===== src/rtl/conv_frame_ctrl.sv =====
// conv_frame_ctrl: frame sequencer for the convolution output buffer.
// A write phase stores every valid convolution pixel at ascending addresses.
// A read phase then streams the whole buffer out over a valid/ready interface.
// The buffer has a single port, and this block owns it, so the two phases
// never overlap.
module conv_frame_ctrl #(
  parameter int OUT_WIDTH  = 30,
  parameter int OUT_HEIGHT = 30,
  parameter int DEPTH      = OUT_WIDTH * OUT_HEIGHT,
  parameter int AW         = 10,
  parameter int DW         = 48
) (
  input  logic          clk,
  input  logic          rstb,
  input  logic          start,
  input  logic          abort,
  input  logic          conv_valid,
  input  logic [DW-1:0] pixel_in,
  output logic          conv_en,
  output logic          buf_we,
  output logic          buf_re,
  output logic [AW-1:0] buf_addr,
  output logic [DW-1:0] buf_wdata,
  input  logic [DW-1:0] buf_rdata,
  output logic          out_valid,
  input  logic          out_ready,
  output logic [DW-1:0] out_data,
  output logic          out_last,
  output logic          busy,
  output logic          frame_done,
  output logic          overflow
);

  typedef enum logic [2:0] {
    S_IDLE     = 3'd0,
    S_WRITE    = 3'd1,
    S_RD_ISSUE = 3'd2,
    S_RD_WAIT  = 3'd3,
    S_RD_HOLD  = 3'd4,
    S_DONE     = 3'd5
  } state_t;

  localparam logic [AW-1:0] LAST_ADDR = AW'(DEPTH - 1);
  localparam logic [AW-1:0] CNT_ONE   = {{(AW-1){1'b0}}, 1'b1};

  state_t          state_q;
  logic [AW-1:0]   wr_cnt_q;
  logic [AW-1:0]   rd_cnt_q;
  logic [DW-1:0]   out_data_q;
  logic            out_last_q;
  logic            overflow_q;
  logic            wr_fire;

  // Buffer port drive: the write strobe follows conv_valid in WRITE, the read strobe follows RD_ISSUE
  always_comb begin
    wr_fire   = (state_q == S_WRITE) && conv_valid && !abort;
    buf_we    = wr_fire;
    buf_re    = (state_q == S_RD_ISSUE);
    if (wr_fire) begin
      buf_addr  = wr_cnt_q;
      buf_wdata = pixel_in;
    end else if (buf_re) begin
      buf_addr  = rd_cnt_q;
      buf_wdata = {DW{1'b0}};
    end else begin
      buf_addr  = {AW{1'b0}};
      buf_wdata = {DW{1'b0}};
    end
  end

  // Status outputs are pure decodes of the state register
  assign conv_en    = (state_q == S_WRITE);
  assign busy       = (state_q != S_IDLE);
  assign out_valid  = (state_q == S_RD_HOLD);
  assign frame_done = (state_q == S_DONE);
  assign out_data   = out_data_q;
  assign out_last   = out_last_q;
  assign overflow   = overflow_q;

  // Frame sequencer: state, address counters, readback beat register and sticky overflow
  always_ff @(posedge clk or posedge rstb) begin
    if (rstb) begin
      state_q    <= S_IDLE;
      wr_cnt_q   <= {AW{1'b0}};
      rd_cnt_q   <= {AW{1'b0}};
      out_data_q <= {DW{1'b0}};
      out_last_q <= 1'b0;
      overflow_q <= 1'b0;
    end else if (abort) begin
      // overflow is deliberately kept so software can still see the error
      state_q    <= S_IDLE;
      wr_cnt_q   <= {AW{1'b0}};
      rd_cnt_q   <= {AW{1'b0}};
      out_data_q <= {DW{1'b0}};
      out_last_q <= 1'b0;
    end else begin
      case (state_q)
        S_IDLE: begin
          if (start) begin
            state_q    <= S_WRITE;
            wr_cnt_q   <= {AW{1'b0}};
            rd_cnt_q   <= {AW{1'b0}};
            overflow_q <= 1'b0;
          end else begin
            state_q <= S_IDLE;
          end
        end
        S_WRITE: begin
          if (conv_valid) begin
            if (wr_cnt_q == LAST_ADDR) begin
              state_q  <= S_RD_ISSUE;
              rd_cnt_q <= {AW{1'b0}};
            end else begin
              wr_cnt_q <= wr_cnt_q + CNT_ONE;
            end
          end
        end
        S_RD_ISSUE: begin
          state_q <= S_RD_WAIT;
        end
        S_RD_WAIT: begin
          out_data_q <= buf_rdata;
          out_last_q <= (rd_cnt_q == LAST_ADDR);
          state_q    <= S_RD_HOLD;
        end
        S_RD_HOLD: begin
          if (out_ready) begin
            out_last_q <= 1'b0;
            if (out_last_q) begin
              state_q <= S_DONE;
            end else begin
              rd_cnt_q <= rd_cnt_q + CNT_ONE;
              state_q  <= S_RD_ISSUE;
            end
          end
        end
        S_DONE: begin
          state_q <= S_IDLE;
        end
        default: begin
          state_q <= S_IDLE;
        end
      endcase
      // A pixel arriving outside the write phase is dropped and flagged.
      // Setting the flag after the case means a same-cycle start in IDLE cannot hide it.
      if (conv_valid && (state_q != S_WRITE)) begin
        overflow_q <= 1'b1;
      end
    end
  end

endmodule


===== config.mk =====
export PLATFORM = sky130hd
export DESIGN_NAME = conv_frame_ctrl
export DESIGN_NICKNAME = d
export VERILOG_FILES = /design/src/rtl/conv_frame_ctrl.sv
export SDC_FILE = /design/constraint.sdc
export NUM_CORES = 1
export LEC_CHECK = 0
export ABC_AREA = 1
export BUFFER_PORTS_ARGS = -buffer_cell sky130_fd_sc_hd__buf_2
export CORE_ASPECT_RATIO = 1.4
export CORE_MARGIN = 3
export CORE_UTILIZATION = 40
export CTS_CLUSTER_SIZE = 40
export DETAILED_ROUTE_END_ITERATION = 7
export GPL_TIMING_DRIVEN = 0
export PLACE_DENSITY = 0.71
export SLEW_MARGIN = 20
export SYNTH_ARGS = -nofsm -noshare
export SYNTH_HDL_FRONTEND = slang
export SYNTH_SLANG_ARGS = --single-unit

===== constraint.sdc =====
create_clock -name clk -period 2.6 [get_ports clk]
set_clock_uncertainty 0.1 [all_clocks]
set_input_delay 0.13 -clock clk [delete_from_list [all_inputs] [get_ports clk]]
set_output_delay 0.13 -clock clk [all_outputs]
set_load 0.05 [all_outputs]

# After elaboration in Yosys (flattened, before gate mapping)
# Cells that the tools add are included.
[word_totals]
input_bits = 102
wordCells = 69
regBits = 73
output_inout_bits = 114
[classes]
bitwise_logic = 1
n_mux = 29
n_eq_ne = 14
addsub = 2
reduce_logical = 17
[ops]
columns = ["operator", "n"]
rows = [
  ["$mux 48", 3],
  ["$mux 10", 11],
  ["$pmux 10 s3", 1],
  ["$add 10x1->10 const B", 2],
  ["$eq 10x10->1 const B", 2],
  ["$pmux 10 s2", 1],
  ["$mux 3", 5],
  ["$pmux 3 s5", 1],
  ["$ne 3x3->1 const B", 4],
  ["$reduce_bool 3->1", 3],
  ["$eq 3x2->1 const B", 2],
  ["$eq 3x3->1 const B", 2],
  ["$mux 1", 6],
  ["$ne 3x2->1 const B", 2],
  ["$reduce_and 3->1", 2],
  ["$reduce_and 6->1", 1],
  ["$reduce_bool 2->1", 3],
  ["$reduce_and 4->1", 1],
  ["$reduce_bool 4->1", 1],
  ["$eq 3x1->1 const B", 1],
  ["$logic_and 1x1->1", 3],
  ["$logic_not 3->1", 1],
  ["$ne 3x1->1 const B", 1],
  ["$pmux 1 s2", 1],
  ["3 further kinds", 3],
]

# Depth between registers and ports, before layout
[logic_depth]
word_depth = 5
ltp_mapped = 9
ltp_nobuf = 9

# Worst setup path before layout
# No wires, ideal clock.
[synth_timing]
kind = "reg-to-output"
from = "register state_q[2]"
to = "output buf_addr[2]"
path_stages_with_launch = 8
path_slack_ns = 0.200
arrival_ns = 2.170
path_buffers = 2
path_cell_list = "dfrtp_1 > inv_2 > nand3_4 > nor2_4 > buf_6 > nand2_4 > buf_6 > o21ai_0"
[synth_via]
elab_chain_len = 4
[synth_rtl]
columns = ["element", "line", "rtl"]
rows = [
  ["from (decl)", "46", "state_t state_q;"],
  ["from (signal assigned)", "83", "state_q <= S_IDLE;"],
  ["from (signal assigned)", "91", "state_q <= S_IDLE;"],
  ["from (signal assigned)", "100", "state_q <= S_WRITE;"],
  ["$eq 3x1->1", "56", "wr_fire = (state_q == S_WRITE) && conv_valid && !abort;"],
  ["$logic_and 1x1->1 (2 in series)", "56", ""],
  ["$mux 10 *", "59", "if (wr_fire) begin"],
  ["to (decl)", "22", "output logic [AW-1:0] buf_addr,"],
]
# Every way passes the cells marked *; elsewhere a longest branch is shown, timed or not.

# Worst setup path after layout
[layout_timing]
from = "register state_q[2]"
to = "output buf_addr[4]"
# The elaborated chain is that of the path after synthesis.

==> results by group <==
Global routing
  • Vias in the first global route: 4757
  • Tot GR Track Use: 23.01%
  • Initial antenna violation count: 0
  • Largest net degree at the start of global routing: 51
  • Total global routing overflow: 0
  • First-pass GRT wire length: 22370 um

Clock tree
  • CTS max path bufs: 2
  • Clock transition at path regs: 0.06 ns
  • TritonCTS clock tree: yes
  • CTS buffer count: 9
  • Root buffer cell: clkbuf_16
  • H-tree depth: 3
  • Hold-fix buffers, CTS: 49
  • Post-CTS Setup Inserts: 0
  • Post-CTS Resized: 0
  • Clock insertion delay at the later pin of the skew report: 0.33 ns
  • Clk sinks: 73

Worst setup path
  • CP Launch Point: state_q[2]$_DFFE_PP0P_
  • CP max FO: 10
  • Slack of the worst reg-to-reg path: 0.84 ns
  • Critical path class: flop to output port
  • Crit path capture: buf_addr[4]
  • Worst reg2reg path endpoint: rd_cnt_q[9]$_DFFE_PP0P_
  • CP arrival: between 2 and 2.5 ns
  • Worst Setup End Kind: output port
  • Reg2reg start: state_q[0]$_DFFE_PP0P_
  • WP data required: roughly 2.4 ns
  • CP Launch Type: flop
  • Worst r2r path cells: 9

Detailed routing
  • DRC Markers: 0
  • Drt first pass iters: 5
  • Total wire length: 14010 um
  • Post-route ant nets: 0
  • WL/cell: 14.06 um
  • Vias/cell: 4.796
  • Drt first-iter violations: 221
  • Vias: 4777

Yosys
  • Register area share after synthesis: around two fifths
  • Gate Count Post-Synth: 577
  • Distinct cells, synth: 31
  • Mean Syn Cell Area: 7.696 sq um
  • Yosys warning count: 0
  • Synth Area in Compound Gates: 9.439%
  • Seq cells post-synth: 73
  • Adder-cell share of the synthesized area: 0.5635%
  • Mux contribution to synthesized area: 0%
  • Post-synthesis net count: 681
  • Simple-Gate Fraction of Synth Area: 33.11%
  • Post-Synthesis Cell Area: 4441 sq um
  • Largest family of logic cells by synthesized area: simple AND/OR/NAND/NOR gates
  • Post-synthesis xor/xnor area fraction: 0.1972%

Floorplanning
  • Core area: 10630 sq um
  • Die Height: 130.7 um
  • Die Wd: approximately 95 um
  • Initial core utilization: 41.79%
  • Row count: 44
  • Top Ports: between 200 and 250
  • Die area: 12420 sq um

Finish
  • Finished Layout Cells: 996
  • Area grow syn2layout: 46.21%
  • Fraction of layout cells with a size suffix above 1: 35.08%
  • Nets: 957
  • Finished Cell Area: 6492 sq um
  • Antenna fix cells: 0
  • Final Core Density: between 60 and 70%

Place
  • Placed wire-length estimate: 10360 um
  • Placed insts: 931
  • Port Buf Inserts: approximately 220
  • GP Congestion: 0.8612
  • Placed Area: 5719 sq um

Run status
  • Status: finished clean

Timing
  • Final setup violation count: 0
  • Max-slew violations: 0
  • Fmax achieved: 438.2 MHz
  • RSZ-0062 raised after global routing: no
  • Worst-Margin Slew: 0.5094 ns
  • Slew headroom: about two thirds
  • Tcrit/Tclk final: 87.77%
  • Final number of hold-violating endpoints: 0
  • Fin crit period: 2.282 ns

Pwr
  • Max VDD drop: 0.0004760 V
  • Pwr/cell area: 659.3 nW/um^2
  • Total chip power: between 4 and 5 mW
  • Leakage power: between 3 and 4 nW

Hold path
  • Hold Crit Class: primary input to flop

Flow run
  • Max cap viols: 0
worst min-delay path by stage:
stage | depth (start not counted) | slack (ns) | end | start
after floorplan | 1 | 0.13 | overflow$_DFFE_PP0P_ | abort
after global placement | 3 | 0.28 | out_data[45]$_DFFE_PP0P_ | buf_rdata[45]
after detailed placement | 2 | 0.03 | wr_cnt_q[5]$_DFFE_PP0P_ | rstb
after CTS | 3 | 0.03 | overflow$_DFFE_PP0P_ | conv_valid
after global routing | 2 | 0.04 | overflow$_DFFE_PP0P_ | abort
final | 3 | 0.04 | overflow$_DFFE_PP0P_ | conv_valid
layout by cell type (no fill, tap or decap), types with 4 or more instances in the layout:
master	n
buf_12	4
buf_2	221
clkbuf_1	9
clkbuf_16	9
dfrtp_1	73
dlygate4sd3_1	49
inv_1	126
nand2_1	87
nand3_1	75
nand4_1	5
nor2_1	42
nor2_4	43
o21ai_0	56
o21ai_1	11
o22ai_1	6
kinds of logic (layout without fill, tap and decap cells):
group	count (synthesis)	in the layout
fa+ha+maj	2	2
compound gates	80	80
simple gates	264	264
flops	73	73
buf+inv	157	438
xor+xnor	1	1
per-stage QoR:
stage / TNS [ns] / hold WS, ns / worst slack [ns]
global placement: -25.42 / 0.2801 / -0.3553
global route: 0 / 0.04243 / 0.2192
detailed placement: 0 / 0.03491 / 0.6537
CTS: 0 / 0.03233 / 0.2918
finish: 0 / 0.03571 / 0.3181
floorplan: 0 / 0.1293 / 0.2000
synthesized netlist by cell type:
| library cell | number | area (sq um) |
|---|---|---|
| nand2_2 | 2 | 12.51 |
| nor2_1 | 42 | 157.7 |
| nand2_1 | 87 | 326.6 |
| nand3b_1 | 2 | 15.01 |
| nor2_4 | 43 | 484.2 |
| clkbuf_1 | 9 | 33.78 |
| nand3_4 | 1 | 17.52 |
| clkbuf_2 | 2 | 10.01 |
| ha_1 | 2 | 25.02 |
| or2_0 | 1 | 6.260 |
| o22ai_1 | 6 | 37.54 |
| buf_2 | 6 | 30.03 |
| nand4_1 | 5 | 31.28 |
| o21ai_1 | 11 | 55.05 |
| buf_1 | 2 | 7.510 |
| a22o_1 | 1 | 8.760 |
| nor3_1 | 3 | 15.01 |
| o211ai_1 | 2 | 15.01 |
| xor2_1 | 1 | 8.760 |
| o21ai_0 | 56 | 280.3 |
| nor2_2 | 1 | 6.260 |
| nand2_4 | 2 | 22.52 |
| buf_4 | 1 | 7.510 |
| buf_12 | 4 | 80.08 |
| inv_1 | 127 | 476.7 |
| buf_6 | 3 | 33.78 |
| o31ai_1 | 1 | 7.510 |
| inv_2 | 3 | 11.26 |
| dfrtp_1 | 73 | 1827 |
| a21oi_1 | 3 | 15.01 |
| nand3_1 | 75 | 375.4 |
where the power goes:
group / internal (mW) / switching, mW
registers: 1.24 / 0.0943
logic: 0.487 / 1.30
clock network: 0.673 / 0.492
total: 2.40 / 1.88
state kept, by name (all words and copies together), names as in the netlist:
register / cells
out_data: 48
out_last: 1
overflow: 1
rd_cnt_q: 10
state_q: 3
wr_cnt_q: 10
worst max-delay path, stage by stage (launching register included):
cell and delay [ns]:
dfrtp_1 0.43, inv_2 0.16, nand3_4 0.13, nor2_4 0.11, buf_6 0.16, nand2_4 0.06
buf_6 0.15, o22ai_1 0.20, buf_2 0.32
cell type report:
cell class / count / area, sq um
buffer: 27 / 202.7
clock buffer: 10 / 239.0
clock inverter: 6 / 43.79
fill: 908 / 4133
inverter: 130 / 490.5
multi-input combinational: 347 / 1923
sequential: 73 / 1827
tap: 138 / 172.7
timing repair buffer: 265 / 1594
per-layer routing:
layer  GRT usage [%]  share of wire (%)  vias to the layer above
met5               0                  0                        -
met4           9.601                2.3                        0
met3           6.816                 12                       25
met2           40.45                 49                      269
met1           25.81                 37                     2161
li1                -                  -                     2322
Power figures use the tool's default switching activity.
